File: config.mk
export PLATFORM = sky130hd
export DESIGN_NAME = instr_feeder_flat
export DESIGN_NICKNAME = d
export VERILOG_FILES = /design/src/rtl/instr_feeder_pkg.sv /design/src/rtl/instr_feeder_if.sv /design/src/rtl/instr_feeder_prog_counter.sv /design/src/rtl/instr_feeder.sv /design/src/flat_wrapper.sv
export SDC_FILE = /design/constraint.sdc
export NUM_CORES = 1
export LEC_CHECK = 0
export BUFFER_PORTS_ARGS = -buffer_cell sky130_fd_sc_hd__clkbuf_2
export CAP_MARGIN = 25
export CORE_MARGIN = 2
export CORE_UTILIZATION = 45
export DETAILED_ROUTE_END_ITERATION = 7
export GPL_ROUTABILITY_DRIVEN = 0
export PLACE_DENSITY = 0.77
export SLEW_MARGIN = 10
export SYNTH_ARGS = -nofsm -noshare
export SYNTH_HDL_FRONTEND = slang
export SYNTH_SLANG_ARGS = --single-unit
export TNS_END_PERCENT = 30
File: constraint.sdc
create_clock -name Clock -period 3.24 [get_ports Clock]
set_input_delay 0.324 -clock Clock [delete_from_list [all_inputs] [get_ports Clock]]
set_output_delay 0.324 -clock Clock [all_outputs]
set_load 0.005 [all_outputs]
File: src/rtl/instr_feeder_pkg.sv
// -----------------------------------------------------------------------------
// feeder_pkg
// Shared definitions for the instruction feeder: opcode encodings, the FSM
// state encoding and the instruction word field positions.
// Ports: none (package).
// -----------------------------------------------------------------------------
package feeder_pkg;

    // Opcode encodings (bits 8:6 of the instruction word)
    localparam logic [2:0] OP_MV   = 3'b000;
    localparam logic [2:0] OP_MVI  = 3'b001;
    localparam logic [2:0] OP_ADD  = 3'b010;
    localparam logic [2:0] OP_SUB  = 3'b011;
    localparam logic [2:0] OP_HALT = 3'b111;

    // Instruction word field positions
    localparam int OPC_MSB = 8;
    localparam int OPC_LSB = 6;
    localparam int RX_MSB  = 5;
    localparam int RX_LSB  = 3;
    localparam int RY_MSB  = 2;
    localparam int RY_LSB  = 0;

    // Feeder FSM states
    typedef enum logic [2:0] {
        IDLE   = 3'd0,
        FETCH  = 3'd1,
        LATCH  = 3'd2,
        ISSUE  = 3'd3,
        T0     = 3'd4,
        EXEC   = 3'd5,
        HALTED = 3'd6
    } feed_state_t;

    // Extract the opcode field from a 9-bit instruction word
    function automatic logic [2:0] get_opcode(input logic [8:0] word);
        return word[OPC_MSB:OPC_LSB];
    endfunction

endpackage

File: src/rtl/instr_feeder_if.sv
// -----------------------------------------------------------------------------
// instr_feeder_if
// Bundles the feeder's ROM, processor handshake and status signals.
// Signals: Start, Done, MemData (into feeder); MemAddr, DIN, Run, Pc, Busy,
// Halted, Error (out of feeder).
// Modports: master = the feeder itself, slave = ROM / processor / environment.
// -----------------------------------------------------------------------------
interface instr_feeder_if #(
    parameter int ADDR_W = 5
) ();
    logic              Start;
    logic              Done;
    logic [8:0]        MemData;
    logic [ADDR_W-1:0] MemAddr;
    logic [8:0]        DIN;
    logic              Run;
    logic [ADDR_W-1:0] Pc;
    logic              Busy;
    logic              Halted;
    logic              Error;

    modport master (
        input  Start, Done, MemData,
        output MemAddr, DIN, Run, Pc, Busy, Halted, Error
    );

    modport slave (
        output Start, Done, MemData,
        input  MemAddr, DIN, Run, Pc, Busy, Halted, Error
    );
endinterface

File: src/rtl/instr_feeder_prog_counter.sv
// -----------------------------------------------------------------------------
// prog_counter
// ADDR_W-bit program counter with synchronous clear and +1 / +2 increment,
// wrapping modulo 2^ADDR_W.
// Ports: clk, rst (sync, active-high), clr, inc1, inc2 (inc2 has priority
// over inc1, clr over both); pc_r = current value, pc_next_s = value after
// the next edge (used by the parent to register MemAddr ahead of time).
// -----------------------------------------------------------------------------
module prog_counter #(
    parameter int ADDR_W = 5
) (
    input  logic              clk,
    input  logic              rst,
    input  logic              clr,
    input  logic              inc1,
    input  logic              inc2,
    output logic [ADDR_W-1:0] pc_r,
    output logic [ADDR_W-1:0] pc_next_s
);

    // Next PC selection; natural truncation gives the modulo wrap
    always_comb begin
        pc_next_s = pc_r;
        if (clr) begin
            pc_next_s = '0;
        end else if (inc2) begin
            pc_next_s = pc_r + ADDR_W'(2);
        end else if (inc1) begin
            pc_next_s = pc_r + ADDR_W'(1);
        end else begin
            pc_next_s = pc_r;
        end
    end

    // PC register
    always_ff @(posedge clk) begin
        if (rst) begin
            pc_r <= '0;
        end else begin
            pc_r <= pc_next_s;
        end
    end

endmodule

File: src/rtl/instr_feeder.sv
// -----------------------------------------------------------------------------
// instr_feeder
// Fetches 9-bit instructions from a synchronous ROM and feeds them to the
// processor over the Run/DIN/Done handshake, advancing the PC on Done.
// Ports: Clock, Reset (synchronous, active-high); bus (instr_feeder_if.master)
// carrying Start, Done, MemData in and MemAddr, DIN, Run, Pc, Busy, Halted,
// Error out. All outputs come straight from flops.
// Optional feature: define FEED_WATCHDOG_EN to halt with a sticky Error when
// EXEC lasts WD_CYCLES cycles without Done; otherwise Error is always 0.
// -----------------------------------------------------------------------------
module instr_feeder
    import feeder_pkg::*;
#(
    parameter int ADDR_W    = 5,
    parameter int WD_CYCLES = 8
) (
    input  logic             Clock,
    input  logic             Reset,
    instr_feeder_if.master   bus
);

    if (WD_CYCLES < 1) begin : g_bad_wd_cycles
        $error("WD_CYCLES must be at least 1");
    end

    feed_state_t       state_r, state_next_s;
    logic [8:0]        instr_r, instr_next_s;
    logic [8:0]        imm_r, imm_next_s;
    logic [ADDR_W-1:0] memaddr_r, memaddr_next_s;
    logic [8:0]        din_r, din_next_s;
    logic              run_r, busy_r, halted_r, error_r;
    logic              pc_clr_s, pc_inc1_s, pc_inc2_s;
    logic [ADDR_W-1:0] pc_r, pc_next_s;
    logic              wd_trip_s;

    prog_counter #(.ADDR_W(ADDR_W)) u_pc (
        .clk       (Clock),
        .rst       (Reset),
        .clr       (pc_clr_s),
        .inc1      (pc_inc1_s),
        .inc2      (pc_inc2_s),
        .pc_r      (pc_r),
        .pc_next_s (pc_next_s)
    );

`ifdef FEED_WATCHDOG_EN
    localparam int WD_W = $clog2(WD_CYCLES + 1);
    logic [WD_W-1:0] wd_cnt_r;

    // Counts EXEC cycles of the current instruction; cleared outside EXEC
    always_ff @(posedge Clock) begin
        if (Reset) begin
            wd_cnt_r <= '0;
        end else if (state_r == EXEC) begin
            wd_cnt_r <= wd_cnt_r + WD_W'(1);
        end else begin
            wd_cnt_r <= '0;
        end
    end

    // Trip on the last allowed EXEC cycle if Done has still not arrived
    assign wd_trip_s = (state_r == EXEC) && !bus.Done &&
                       (wd_cnt_r == WD_W'(WD_CYCLES - 1));
`else
    assign wd_trip_s = 1'b0;
`endif

    // Next-state logic, PC control and instruction/immediate capture
    always_comb begin
        state_next_s = state_r;
        pc_clr_s     = 1'b0;
        pc_inc1_s    = 1'b0;
        pc_inc2_s    = 1'b0;
        instr_next_s = instr_r;
        imm_next_s   = imm_r;
        case (state_r)
            IDLE: begin
                if (bus.Start) begin
                    state_next_s = FETCH;
                    pc_clr_s     = 1'b1;
                end else begin
                    state_next_s = IDLE;
                end
            end
            FETCH: state_next_s = LATCH;
            LATCH: begin
                instr_next_s = bus.MemData;
                if (get_opcode(bus.MemData) == OP_HALT) begin
                    state_next_s = HALTED;
                end else begin
                    state_next_s = ISSUE;
                end
            end
            ISSUE: begin
                // ROM is returning the word at Pc+1: the mvi immediate
                imm_next_s   = bus.MemData;
                state_next_s = T0;
            end
            T0: state_next_s = EXEC;
            EXEC: begin
                if (bus.Done) begin
                    state_next_s = FETCH;
                    if (get_opcode(instr_r) == OP_MVI) begin
                        pc_inc2_s = 1'b1;
                    end else begin
                        pc_inc1_s = 1'b1;
                    end
                end else if (wd_trip_s) begin
                    state_next_s = HALTED;
                end else begin
                    state_next_s = EXEC;
                end
            end
            HALTED:  state_next_s = HALTED;
            default: state_next_s = IDLE;
        endcase
    end

    // Output values for the state being entered, so they register in step
    always_comb begin
        memaddr_next_s = memaddr_r;
        din_next_s     = din_r;
        case (state_next_s)
            FETCH: memaddr_next_s = pc_next_s;
            LATCH: memaddr_next_s = pc_r + ADDR_W'(1);
            ISSUE: din_next_s = instr_next_s;
            T0:    din_next_s = instr_next_s;
            EXEC: begin
                if (get_opcode(instr_next_s) == OP_MVI) begin
                    din_next_s = imm_next_s;
                end else begin
                    din_next_s = instr_next_s;
                end
            end
            default: begin
                memaddr_next_s = memaddr_r;
                din_next_s     = din_r;
            end
        endcase
    end

    // State and output registers
    always_ff @(posedge Clock) begin
        if (Reset) begin
            state_r   <= IDLE;
            instr_r   <= 9'd0;
            imm_r     <= 9'd0;
            memaddr_r <= '0;
            din_r     <= 9'd0;
            run_r     <= 1'b0;
            busy_r    <= 1'b0;
            halted_r  <= 1'b0;
            error_r   <= 1'b0;
        end else begin
            state_r   <= state_next_s;
            instr_r   <= instr_next_s;
            imm_r     <= imm_next_s;
            memaddr_r <= memaddr_next_s;
            din_r     <= din_next_s;
            run_r     <= (state_next_s == ISSUE);
            busy_r    <= (state_next_s != IDLE) && (state_next_s != HALTED);
            halted_r  <= (state_next_s == HALTED);
            error_r   <= error_r | wd_trip_s;
        end
    end

    assign bus.MemAddr = memaddr_r;
    assign bus.DIN     = din_r;
    assign bus.Run     = run_r;
    assign bus.Pc      = pc_r;
    assign bus.Busy    = busy_r;
    assign bus.Halted  = halted_r;
    assign bus.Error   = error_r;

endmodule
File: src/flat_wrapper.sv
// flat-port wrapper written by rule: the top's interface ports become plain ports
module instr_feeder_flat import feeder_pkg::*;
#(
    parameter int ADDR_W    = 5,
    parameter int WD_CYCLES = 8
)
  (Clock, Reset, bus_Start, bus_Done, bus_MemData, bus_MemAddr, bus_DIN, bus_Run, bus_Pc, bus_Busy, bus_Halted, bus_Error);
  instr_feeder_if #(.ADDR_W(ADDR_W)) bus_i ();
  input  logic Clock;
  input  logic Reset;
  input wire logic [$bits(bus_i.Start)-1:0] bus_Start;
  input wire logic [$bits(bus_i.Done)-1:0] bus_Done;
  input wire logic [$bits(bus_i.MemData)-1:0] bus_MemData;
  output wire logic [$bits(bus_i.MemAddr)-1:0] bus_MemAddr;
  output wire logic [$bits(bus_i.DIN)-1:0] bus_DIN;
  output wire logic [$bits(bus_i.Run)-1:0] bus_Run;
  output wire logic [$bits(bus_i.Pc)-1:0] bus_Pc;
  output wire logic [$bits(bus_i.Busy)-1:0] bus_Busy;
  output wire logic [$bits(bus_i.Halted)-1:0] bus_Halted;
  output wire logic [$bits(bus_i.Error)-1:0] bus_Error;
  assign bus_i.Start = bus_Start;
  assign bus_i.Done = bus_Done;
  assign bus_i.MemData = bus_MemData;
  assign bus_MemAddr = bus_i.MemAddr;
  assign bus_DIN = bus_i.DIN;
  assign bus_Run = bus_i.Run;
  assign bus_Pc = bus_i.Pc;
  assign bus_Busy = bus_i.Busy;
  assign bus_Halted = bus_i.Halted;
  assign bus_Error = bus_i.Error;
  instr_feeder #(.ADDR_W(ADDR_W), .WD_CYCLES(WD_CYCLES)) u_core (.Clock(Clock), .Reset(Reset), .bus(bus_i));
endmodule
After elaboration in Yosys (flattened, before gate mapping)
Index checks and enable logic that the tools add are counted.
{"block": "op_classes", "multipliers": 0, "div_mod_pow": 0, "muxes": 20, "magnitude_cmp": 0, "reduce_logical": 6, "bitwise_logic": 0, "n_eq_ne": 16, "n_shift": 0, "addsub": 2}
{"cell": "9-bit 2-to-1 mux", "count": 3}
{"cell": "3-bit == test, second input constant", "count": 7}
{"cell": "3-bit case mux with 7 select lines", "count": 1}
{"cell": "9-bit case mux with 2 select lines", "count": 1}
{"cell": "5-bit 2-to-1 mux", "count": 3}
{"cell": "3-bit by 1-bit == test with 1-bit output, second input constant", "count": 4}
{"cell": "3-bit by 2-bit == test with 1-bit output, second input constant", "count": 4}
{"cell": "5-bit case mux with 2 select lines", "count": 1}
{"cell": "1-bit 2-to-1 mux", "count": 9}
{"cell": "3-bit 2-to-1 mux", "count": 2}
{"cell": "5-bit by 1-bit adder with 5-bit output, second input constant", "count": 1}
{"cell": "5-bit by 2-bit adder with 5-bit output, second input constant", "count": 1}
{"cell": "2-bit nonzero test", "count": 2}
{"cell": "3-bit logical NOT", "count": 1}
{"cell": "3-bit != test, second input constant", "count": 1}
{"cell": "3-bit nonzero test", "count": 1}
{"cell": "2-bit OR reduction", "count": 1}
{"cell": "1-bit logical AND", "count": 1}
{"block": "totals", "output_inout_bits": 23, "input_bits": 13, "rom_bits": 0, "regBits": 43, "ram_bits": 0, "memories": 0, "wordCells": 53, "latchBits": 0}

Longest topological paths before layout
Gate-level depths: netlist (run 1).
{"block": "depth", "ltp_word": 8, "ltp_mapped": 7, "depth_no_buf": 6}

Hierarchy
A second synthesis (run 1) with hierarchy kept.
{"block": "unflattened", "hier_cells": 223, "hier_area_um2": 2028.2}
{"module": "instr_feeder", "seq_area_each_um2": 760.7, "instances": 1, "area_each_um2": 1707.9, "cells_each": 187}
{"module": "prog_counter", "seq_area_each_um2": 100.1, "instances": 1, "area_each_um2": 320.3, "cells_each": 36}

Worst setup path after synthesis (run 1)
OpenSTA, ideal clock, no wires.
{"block": "synth_timing", "path_type": "register -> register", "from": "reg u_core.state_r[2]", "to": "reg u_core.din_r[2] (netlist: u_core.bus.DIN[2])", "setup_slack_ns": 1.503, "period_less_slack_ns": 1.737, "t_arrival_ns": 1.625, "setup_ns": 0.112, "stages_incl_launch_ff": 7, "n_path_buf": 1, "required_ns": 3.128, "path_cell_list": "dfxtp_1 > nand3b_1 > buf_6 > a21boi_4 > a211o_1 > and3_1 > a2111oi_1"}
{"block": "synth_via", "elab_chain_cells": 5, "word_cells_on_any_way": 18, "cone_classes": "eq/ne: 10; mux: 5; reduce/logical: 3"}
{"item": "start, declared", "line_no": "instr_feeder.sv:26", "text": "feed_state_t state_r, state_next_s;"}
{"item": "start signal, assigned", "line_no": "instr_feeder.sv:155", "text": "state_r <= state_next_s;"}
{"item": "3-bit == test, or another cell as far along", "line_no": "instr_feeder.sv:76", "text": "case (state_r)"}
{"item": "3-bit case mux with 7 select lines / 9-bit 2-to-1 mux (equally long branches)", "line_no": "instr_feeder.sv:76"}
{"item": "3-bit == test, or another cell as far along", "line_no": "instr_feeder.sv:123", "text": "case (state_next_s)"}
{"item": "2-bit OR reduction (no line) / 9-bit 2-to-1 mux (equally long branches)"}
{"item": "9-bit case mux with 2 select lines / 2-bit nonzero test (equally long branches)"}
{"item": "end signal, assigned", "line_no": "instr_feeder.sv:159", "text": "din_r <= din_next_s;"}
{"item": "end, declared", "line_no": "instr_feeder.sv:30", "text": "logic [8:0] din_r, din_next_s;"}
Several ways; a longest one is shown, not always the timed one.
A chain may end at the register's enable or synchronous reset.

Worst setup path after layout (run 1)
Ends and elaborated chain as after synthesis.

==> metrics.md, run 1 <==
| Metric | Value |
|---|---|
| Outcome | completed |
| First-pass iteration count of the detailed router | 4 |
| Floorplan Core Area | 4060 um2 |
| Slew margin rel. | 34.5% |
| Data required time at the worst endpoint | around 3.4 ns |
| Area after DPL | 2130 um2 |
| Total routing resource utilization after global routing | about 17% |
| Synthesis-to-finish area growth | 15.6% |
| Synthesis warning total | 0 |
| Fraction of layout instances using a drive strength above 1 | 19.9% |
| Vias in the first global route | 1,489 |
| CTS clock-pin slew for the worst setup and hold paths | ~0.08 ns |
| Worst Hold Slack | roughly 0.30 ns |
| Final antenna-violating net count | 0 |
| Number of nets produced by synthesis | 229 |
| Port bufs | 34 |
| Worst setup startpoint | u_core.state_r[2] |
| Kind of path behind the tightest hold check | primary input to register |
| Setup violation total in the final timing report | 0 |
| Synth top area share | 44.6% |
| Register area share after synthesis | between 40% and 50% |
| Remaining routing DRC violations | 0 |
| Number of standard-cell rows in the floorplan | 23 |
| Post-CTS Setup Inserts | 0 |
| Achievable Freq | ~420 MHz |
| Number of buffers inserted by hold repair at cts | 0 |
| Top area cells in the synthesized netlist | dfxtp_1 45%, mux2i_1 9.3%, nor2_1 6.6% |
| Nets | 261 |
| Routed vias | between 1,500 and 2,000 |
| Deepest level of the CTS H-tree | 2 |
| Initial core utilization | around 48% |
| Share of the core filled with cells | a little over half |
| Height of the die | a little under 70 um |
| Critical Path Fanout Max | 16 |
| Setup clock skew after layout | approximately 0.0075 ns |
| DP Wirelength | 2800 um |
| Filler cells | between 300 and 400 |
| Sum of negative setup slack | 0 ns |
| Via count normalized by instance count | around 5.5 |
| Cell type with the largest total area after synthesis | dfxtp_1 |
| Detailed-route wire length | slightly below 4000 um |
| Final period utilization | roughly three quarters |
| Number of gates given a new drive strength after cts | 0 |
| Setup repair after global routing missed its margin | no |
| Origin of the worst min-delay path | bus_MemData[4] |
| Clock tree root buffer cell | clkbuf_8 |
| Grt ovf | 0 |
| Worst Tran Pin Value | 0.976 ns |
| CP arrival | around 2.5 ns |
| Post-route minimum period | about 2.4 ns |
| Peak supply drop | between 300 and 400 uV |
| Initial antenna violation count | 0 |
| Clock Tree Buf Depth | 2 |
| Flops & latches, synth | 43 |
| Leakage power figure | 0.962 nW |
| Power density over the cells | roughly 550 nW/um2 |
| Gate count of the mapped netlist | between 200 and 250 |
| Final number of hold-violating endpoints | 0 |
| Max-capacitance violation count | 0 |
| Final Max Slew Viols | 0 |
| Full die area | slightly below 5000 um2 |
| TritonCTS sink count | between 40 and 50 |
| Crit Path Category | register to register |
| DRC marker count from the first detailed-route iteration | 105 |
| Per-instance average area after synthesis | around 9 um2 |
| Die width | ~70 um |
| Ports placed on the boundary | 36 |
| Proportion of synthesized flip-flops having asynchronous set or reset | 0% |
| Final antenna diode count | 0 |
| Clock latency on the worst-skew pair | slightly below 0.3 ns |
| Launch point of the worst reg-to-reg path | u_core.state_r[2] |
| Netlist Area Pre-Place | between 1500 and 2000 um2 |
| Number of enable flip-flop cells after synthesis | 0 |
| Endpoint type of the worst setup path | register |
| CTS buffer count | 5 |
| Most used flip-flop cell after synthesis | dfxtp_1 |
| Startpoint Class | register |
| Clock tree from TritonCTS | done |
| Maximum number of pins on one net before global-route repair | 32 |
| Post-DR wirelength/cell | between 10 and 15 um |
| Cell variety after synth | 44 |
| Global-route wire length before repair | between 6000 and 7000 um |
| Post-route cell area | 2230 um2 |
==> metal layers <==
layer	GRT usage, %	up-vias	wire, um
met5	0	-	0
met2	28.1	34	1860
li1	-	824	-
met3	3.78	4	160
met4	4.58	0	34
met1	20.9	768	1910
==> cell families (layout without fill, tap and decap cells) <==
logic type / count (synthesis) / in the layout / synth area share [%]
multiplexers: 19 / 19 / 9.92
flip-flops: 43 / 43 / 44.6
other: 1 / 1 / 0.194
buffers and inverters: 14 / 46 / 3.43
adder cells (fa/ha/maj): 2 / 2 / 1.30
AND/OR/NAND/NOR: 76 / 76 / 19.1
XOR/XNOR: 4 / 4 / 1.81
AO/OA/AOI/OAI: 55 / 55 / 19.7
==> final timing paths <==
check                       to  slack, ns  cells past startpoint
min reg2reg  u_core.bus.DIN[6]       0.47                      2
min          u_core.instr_r[4]       0.30                      3
max          u_core.bus.DIN[2]       0.87                      6
max reg2reg  u_core.bus.DIN[2]       0.87                      6
==> cells in the final DEF, fill, tap and decap left out, types with 2 or more instances in the layout <==
cell       instances
nand2b_1           5
nand3_1            3
nor3_1             2
nand2_1           13
clkbuf_8           5
and3_1             7
a2111oi_2          2
buf_4              2
xnor2_1            2
a2111oi_1          4
o21ai_0           16
a211oi_1           2
o211a_1            2
nor3b_2            2
o221ai_1           2
nor2b_1            3
xor2_1             2
nand3b_1           2
a31oi_1            3
clkbuf_2          34
o21bai_1           3
ha_1               2
mux2i_1           18
a21oi_1           12
nor2_1            34
dfxtp_1           43
o21ai_1            2
inv_1              3
o211ai_1           2
==> synth_stat cells, types with 2 or more instances <==
cell	instances
dfxtp_1	43
nor2_1	34
mux2i_1	18
o21ai_0	16
nand2_1	13
a21oi_1	12
and3_1	7
clkbuf_1	6
nand2b_1	5
a2111oi_1	4
a31oi_1	3
inv_1	3
nand3_1	3
nor2b_1	3
o21bai_1	3
a2111oi_2	2
a211oi_1	2
buf_2	2
ha_1	2
nand3b_1	2
nor3_1	2
o211a_1	2
o211ai_1	2
o21ai_1	2
o221ai_1	2
xnor2_1	2
xor2_1	2
==> sequential cells by signal (all words and copies together) (netlist names), 3 cells and up <==
register and cells:
u_core.instr_r 9, u_core.bus.MemAddr 5, u_core.imm_r 9, u_core.u_pc.pc_r 5, u_core.state_r 3, u_core.bus.DIN 9
==> metrics by stage <==
stage | total power, mW | worst slack [ns] | std cells
after global routing | 1.28 | 0.722 | 296
after detailed placement | 0.843 | 0.832 | 289
after global placement | 0.836 | 0.971 | 289
after floorplan | 0.768 | 1.50 | 214
final | 1.22 | 0.870 | 296
after CTS | 1.24 | 0.812 | 296
==> power by group <==
group          switching, mW  internal, mW  leakage [nW]  total (mW)
registers             0.0339         0.573         0.350       0.607
logic                  0.122        0.0990         0.561       0.221
clock network          0.171         0.226        0.0513       0.397
total                  0.327         0.898         0.962        1.22
==> layout make-up <==
| type | instances | area (um2) | share of cell area, % |
|---|---|---|---|
| multi-input cells | 157 | 1010 | 45.2 |
| flip-flops and latches | 43 | 861 | 38.6 |
| repair buffers | 36 | 185 | 8.30 |
| clock buffers | 6 | 72.6 | 3.25 |
| well taps | 50 | 62.6 | 2.80 |
| clock inverters | 1 | 30.0 | 1.35 |
| inverters | 3 | 11.3 | 0.505 |
==> critical path, cell delays in order, from the launching register on <==
cell	delay, ns
dfxtp_1	0.61
nand3b_1	0.17
buf_4	0.22
a21boi_4	0.24
o21ai_1	0.33
and3_1	0.32
a2111oi_1	0.35
Power figures use the tool's default switching activity.
==> run 2, diff against run 1 <==
- ABC_AREA: unset -> 1
- PLACE_DENSITY: 0.77 -> 0.78
- clock period: 3.24 -> 2.1 ns (I/O delays scaled with it)
==> run 2 against run 1 <==
Register-to-register slack worse by 0.52 ns. Cell count up 42%. Synthesized area up 14%. Largest power group unchanged. Design area up 13%. Synthesized cell count up 49%. Worst hold slack worse by 0.099 ns. Sequential power up 63%. First-iteration DRC count up 15%. Die area up 13%. Combinational power rose to 3.0 times the previous value. Global-route usage up 2.2 points. Critical endpoint is now u_core.bus.DIN[4].
==> metrics.md, run 2 <==
| Metric | Value |
|---|---|
| Setup violation total in the final timing report | 0 (unchanged) |
| Endpoint type of the worst setup path | register |
| Most used flip-flop cell after synthesis | dfxtp_1 |
| Initial core utilization | 46.6% (-0.93 points) |
| Cell variety after synth | 30 (-32%) |
| DRC marker count from the first detailed-route iteration | 121 (+15%) |
| Most common cell after layout, fill and taps aside | nand2_1 |
| Synthesis warning total | 0 (unchanged) |
| Number of enable flip-flop cells after synthesis | 0 (unchanged) |
| Number of buffers inserted by hold repair at cts | 0 (unchanged) |
| First-pass iteration count of the detailed router | 4 (unchanged) |
| Die width | 74.0 um (+6.4%) |
| Initial antenna violation count | 0 (unchanged) |
| CTS buffer count | 5 (unchanged) |
| Full die area | 5470 um2 (+13%) |
| Outcome | completed |
| Largest delay share family, worst path | simple AND/OR/NAND/NOR gates |
| Nets | 367 (+41%) |
| Clock latency on the worst-skew pair | 0.30 ns (about the same) |
| TritonCTS sink count | 43 (unchanged) |
| Global-route wire length before repair | 7980 um (+21%) |
| Worst-path cell with the longest stage delay | dfxtp_1 |
| Fraction of layout instances using a drive strength above 1 | 19.0% (-0.94 points) |
| Crit Path Category | register to register |
| Cells traversed along the worst timing path | inv_2 -> nor2_2 -> nand3_4 -> nand3_4 -> nand3_1 -> nor2_4 -> nor2_1 -> nor2_1 -> nor2_1 |
| Synth top area share | 39.1% (-5.5 points) |
| Register share of total power | 44.7% (-4.9 points) |
| Max-capacitance violation count | 0 (unchanged) |
| Switching power total | 774 uW (+140%) |
| Clk pwr share | 25.6% (-6.8 points) |
| Netlist Area Pre-Place | 2200 um2 (+14%) |
| Number of nets produced by synthesis | 333 (+45%) |
| Clock Tree Buf Depth | 2 (unchanged) |
| Final antenna diode count | 0 (unchanged) |
| Clock tree from TritonCTS | done |
| Vias in the first global route | 1,826 (+23%) |
| Cell type with the largest total area after synthesis | dfxtp_1 |
| Setup repair after global routing missed its margin | no |
| Post-DR wirelength/cell | 11.2 um (-17%) |
| Worst Hold Slack | 0.199 ns (-0.0989 ns) |
| Cell with the most instances after synthesis | nand2_1 |
| Setup clock skew after layout | 0.00400 ns (-0.00348 ns) |
| Maximum number of pins on one net before global-route repair | 19 (-41%) |
| Combined buffer and inverter count along the critical path | 1 (unchanged) |
| Largest stage delay on the critical path | 0.53 ns (-0.08 ns) |
| Leakage power figure | 1.26 nW (+31%) |
| Floorplan Core Area | 4720 um2 (+16%) |
| Port bufs | 34 (unchanged) |
| Critical path's most frequent cell | nor2_1 |
| Flops & latches, synth | 43 (unchanged) |
| Cell-internal power | 1.44 mW (+60%) |
| Routed vias | 1,984 (+22%) |
| Final number of hold-violating endpoints | 0 (unchanged) |
| Switching fraction of total power | 35.0% (+8.3 points) |
| Clock tree root buffer cell | clkbuf_8 |
| Final antenna-violating net count | 0 (unchanged) |
| Remaining routing DRC violations | 0 (unchanged) |
| Sum of negative setup slack | 0 ns (unchanged) |
| Register area share after synthesis | 39.1% (-5.5 points) |
| DP Wirelength | 3550 um (+27%) |
| Proportion of synthesized flip-flops having asynchronous set or reset | 0% (unchanged) |
| Detailed-route wire length | 4680 um (+18%) |
| Final period utilization | 83.3% (+10 points) |
| Gate count of the mapped netlist | 318 (+49%) |
| Final Max Slew Viols | 0 (unchanged) |
| Height of the die | 74.0 um (+6.4%) |
| CTS clock-pin slew for the worst setup and hold paths | 0.09 ns (about the same) |
| Data required time at the worst endpoint | 2.30 ns (-1.11 ns) |
| Grt ovf | 0 (unchanged) |
| Number of gates given a new drive strength after cts | 0 (unchanged) |
| CP arrival | 1.95 ns (-0.59 ns) |
| Synthesis-to-finish area growth | 14.3% |
| List of most frequent post-synthesis cells | 74 x nand2_1, 61 x nor2_1, 43 x dfxtp_1 |
| Via count normalized by instance count | 4.72 (-14%) |
| Top area cells in the synthesized netlist | dfxtp_1 39%, nand2_1 13%, nor2_1 10% |
| Ports placed on the boundary | 36 (unchanged) |
| Total routing resource utilization after global routing | 18.7% (+2.2 points) |
| Post-route minimum period | 1.75 ns (-0.620 ns) |
| Post-CTS Setup Inserts | 0 (unchanged) |
| Leading cell types in the layout, fill and taps excluded | 74 x nand2_1, 61 x nor2_1, 43 x dfxtp_1 |
| Achievable Freq | 571 MHz (+35%) |
| Deepest level of the CTS H-tree | 2 (unchanged) |
| Share of the core filled with cells | 53.3% (-1.7 points) |
| Kind of path behind the tightest hold check | primary input to register |
| Power density over the cells | 880 nW/um2 (+60%) |
| Critical Path Fanout Max | 8 (-8) |
| Number of standard-cell rows in the floorplan | 25 (+8.7%) |
| Peak supply drop | 462 uV (+47%) |
| Startpoint Class | register |
| Share of total power in combinational logic | 29.7% (+12 points) |
| Per-instance average area after synthesis | 6.93 um2 (-23%) |
-- run 2: cell types whose count changed in the layout (fill, tap and decap cells not counted), sizes merged, moves of 4 or more --
cell     delta
inv        +42
mux2i      -12
o21ai       -4
nor2       +31
a2111oi     -6
and3        -7
o21a        +6
nand3      +22
nand2      +69
nand2b      -5
-- run 2: power by group through the flow --
| stage | Combinational (mW) | Sequential (mW) | Clock (mW) |
|---|---|---|---|
| finish | 0.658 | 0.990 | 0.567 |
| detailed placement | 0.657 | 1.01 | 0 |
| floorplan | 0.487 | 1.00 | 0 |
| global route | 0.754 | 1.00 | 0.612 |
| global placement | 0.642 | 1.01 | 0 |
| CTS | 0.662 | 0.990 | 0.581 |
-- run 2: stage by stage --
stage / power, mW / worst slack, ns / cells / instance area [um2]
3_5_place_dp: 1.66 / 0.375 / 412 / 2420
6_report: 2.21 / 0.350 / 420 / 2520
3_3_place_gp: 1.65 / 0.444 / 412 / 2420
2_1_floorplan: 1.49 / 0.653 / 318 / 2200
4_1_cts: 2.23 / 0.351 / 420 / 2520
5_1_grt: 2.37 / 0.155 / 420 / 2520
-- run 2: kinds of logic (layout without fill, tap and decap cells) --
kind of cell,Yosys count,count (layout),share of synthesized area (%)
simple gates,177,177,37.5
buf+inv,54,89,9.94
flops,43,43,39.1
compound gates,31,31,7.84
mux,6,6,2.73
xor+xnor,4,4,1.59
fa+ha+maj,2,2,1.14
other cells,1,1,0.170
-- run 2: tightest hold or removal path: stages --
cell      delay, ns
clkbuf_2       0.09
mux2i_1        0.08
nor2_1         0.08
-- run 2: worst paths after layout --
kind / from / endpoint / slack, ns / cells past startpoint
max reg2reg: u_core.state_r[1] / u_core.bus.DIN[4] / 0.35 / 9
min: bus_MemData[3] / u_core.instr_r[3] / 0.20 / 3
min reg2reg: u_core.instr_r[6] / u_core.instr_r[6] / 0.50 / 2
max: u_core.state_r[1] / u_core.bus.DIN[4] / 0.35 / 9
-- run 2: final cells by class --
| cell class | count | area (um2) |
|---|---|---|
| fillers | 466 | 2210 |
| repair buffers | 35 | 178 |
| flip-flops and latches | 43 | 861 |
| inverters | 46 | 173 |
| clock inverters | 2 | 16.3 |
| multi-input cells | 221 | 1120 |
| clock buffers | 6 | 82.6 |
| well taps | 67 | 83.8 |
-- run 2: metal layers --
| metal | vias to the layer above | routed length, um | global-route usage [%] |
|---|---|---|---|
| met5 | - | 0 | 0 |
| met4 | 0 | 47 | 5.66 |
| met3 | 5 | 217 | 4.61 |
| met2 | 36 | 2240 | 31.1 |
| met1 | 896 | 2180 | 24.0 |
| li1 | 1047 | - | - |
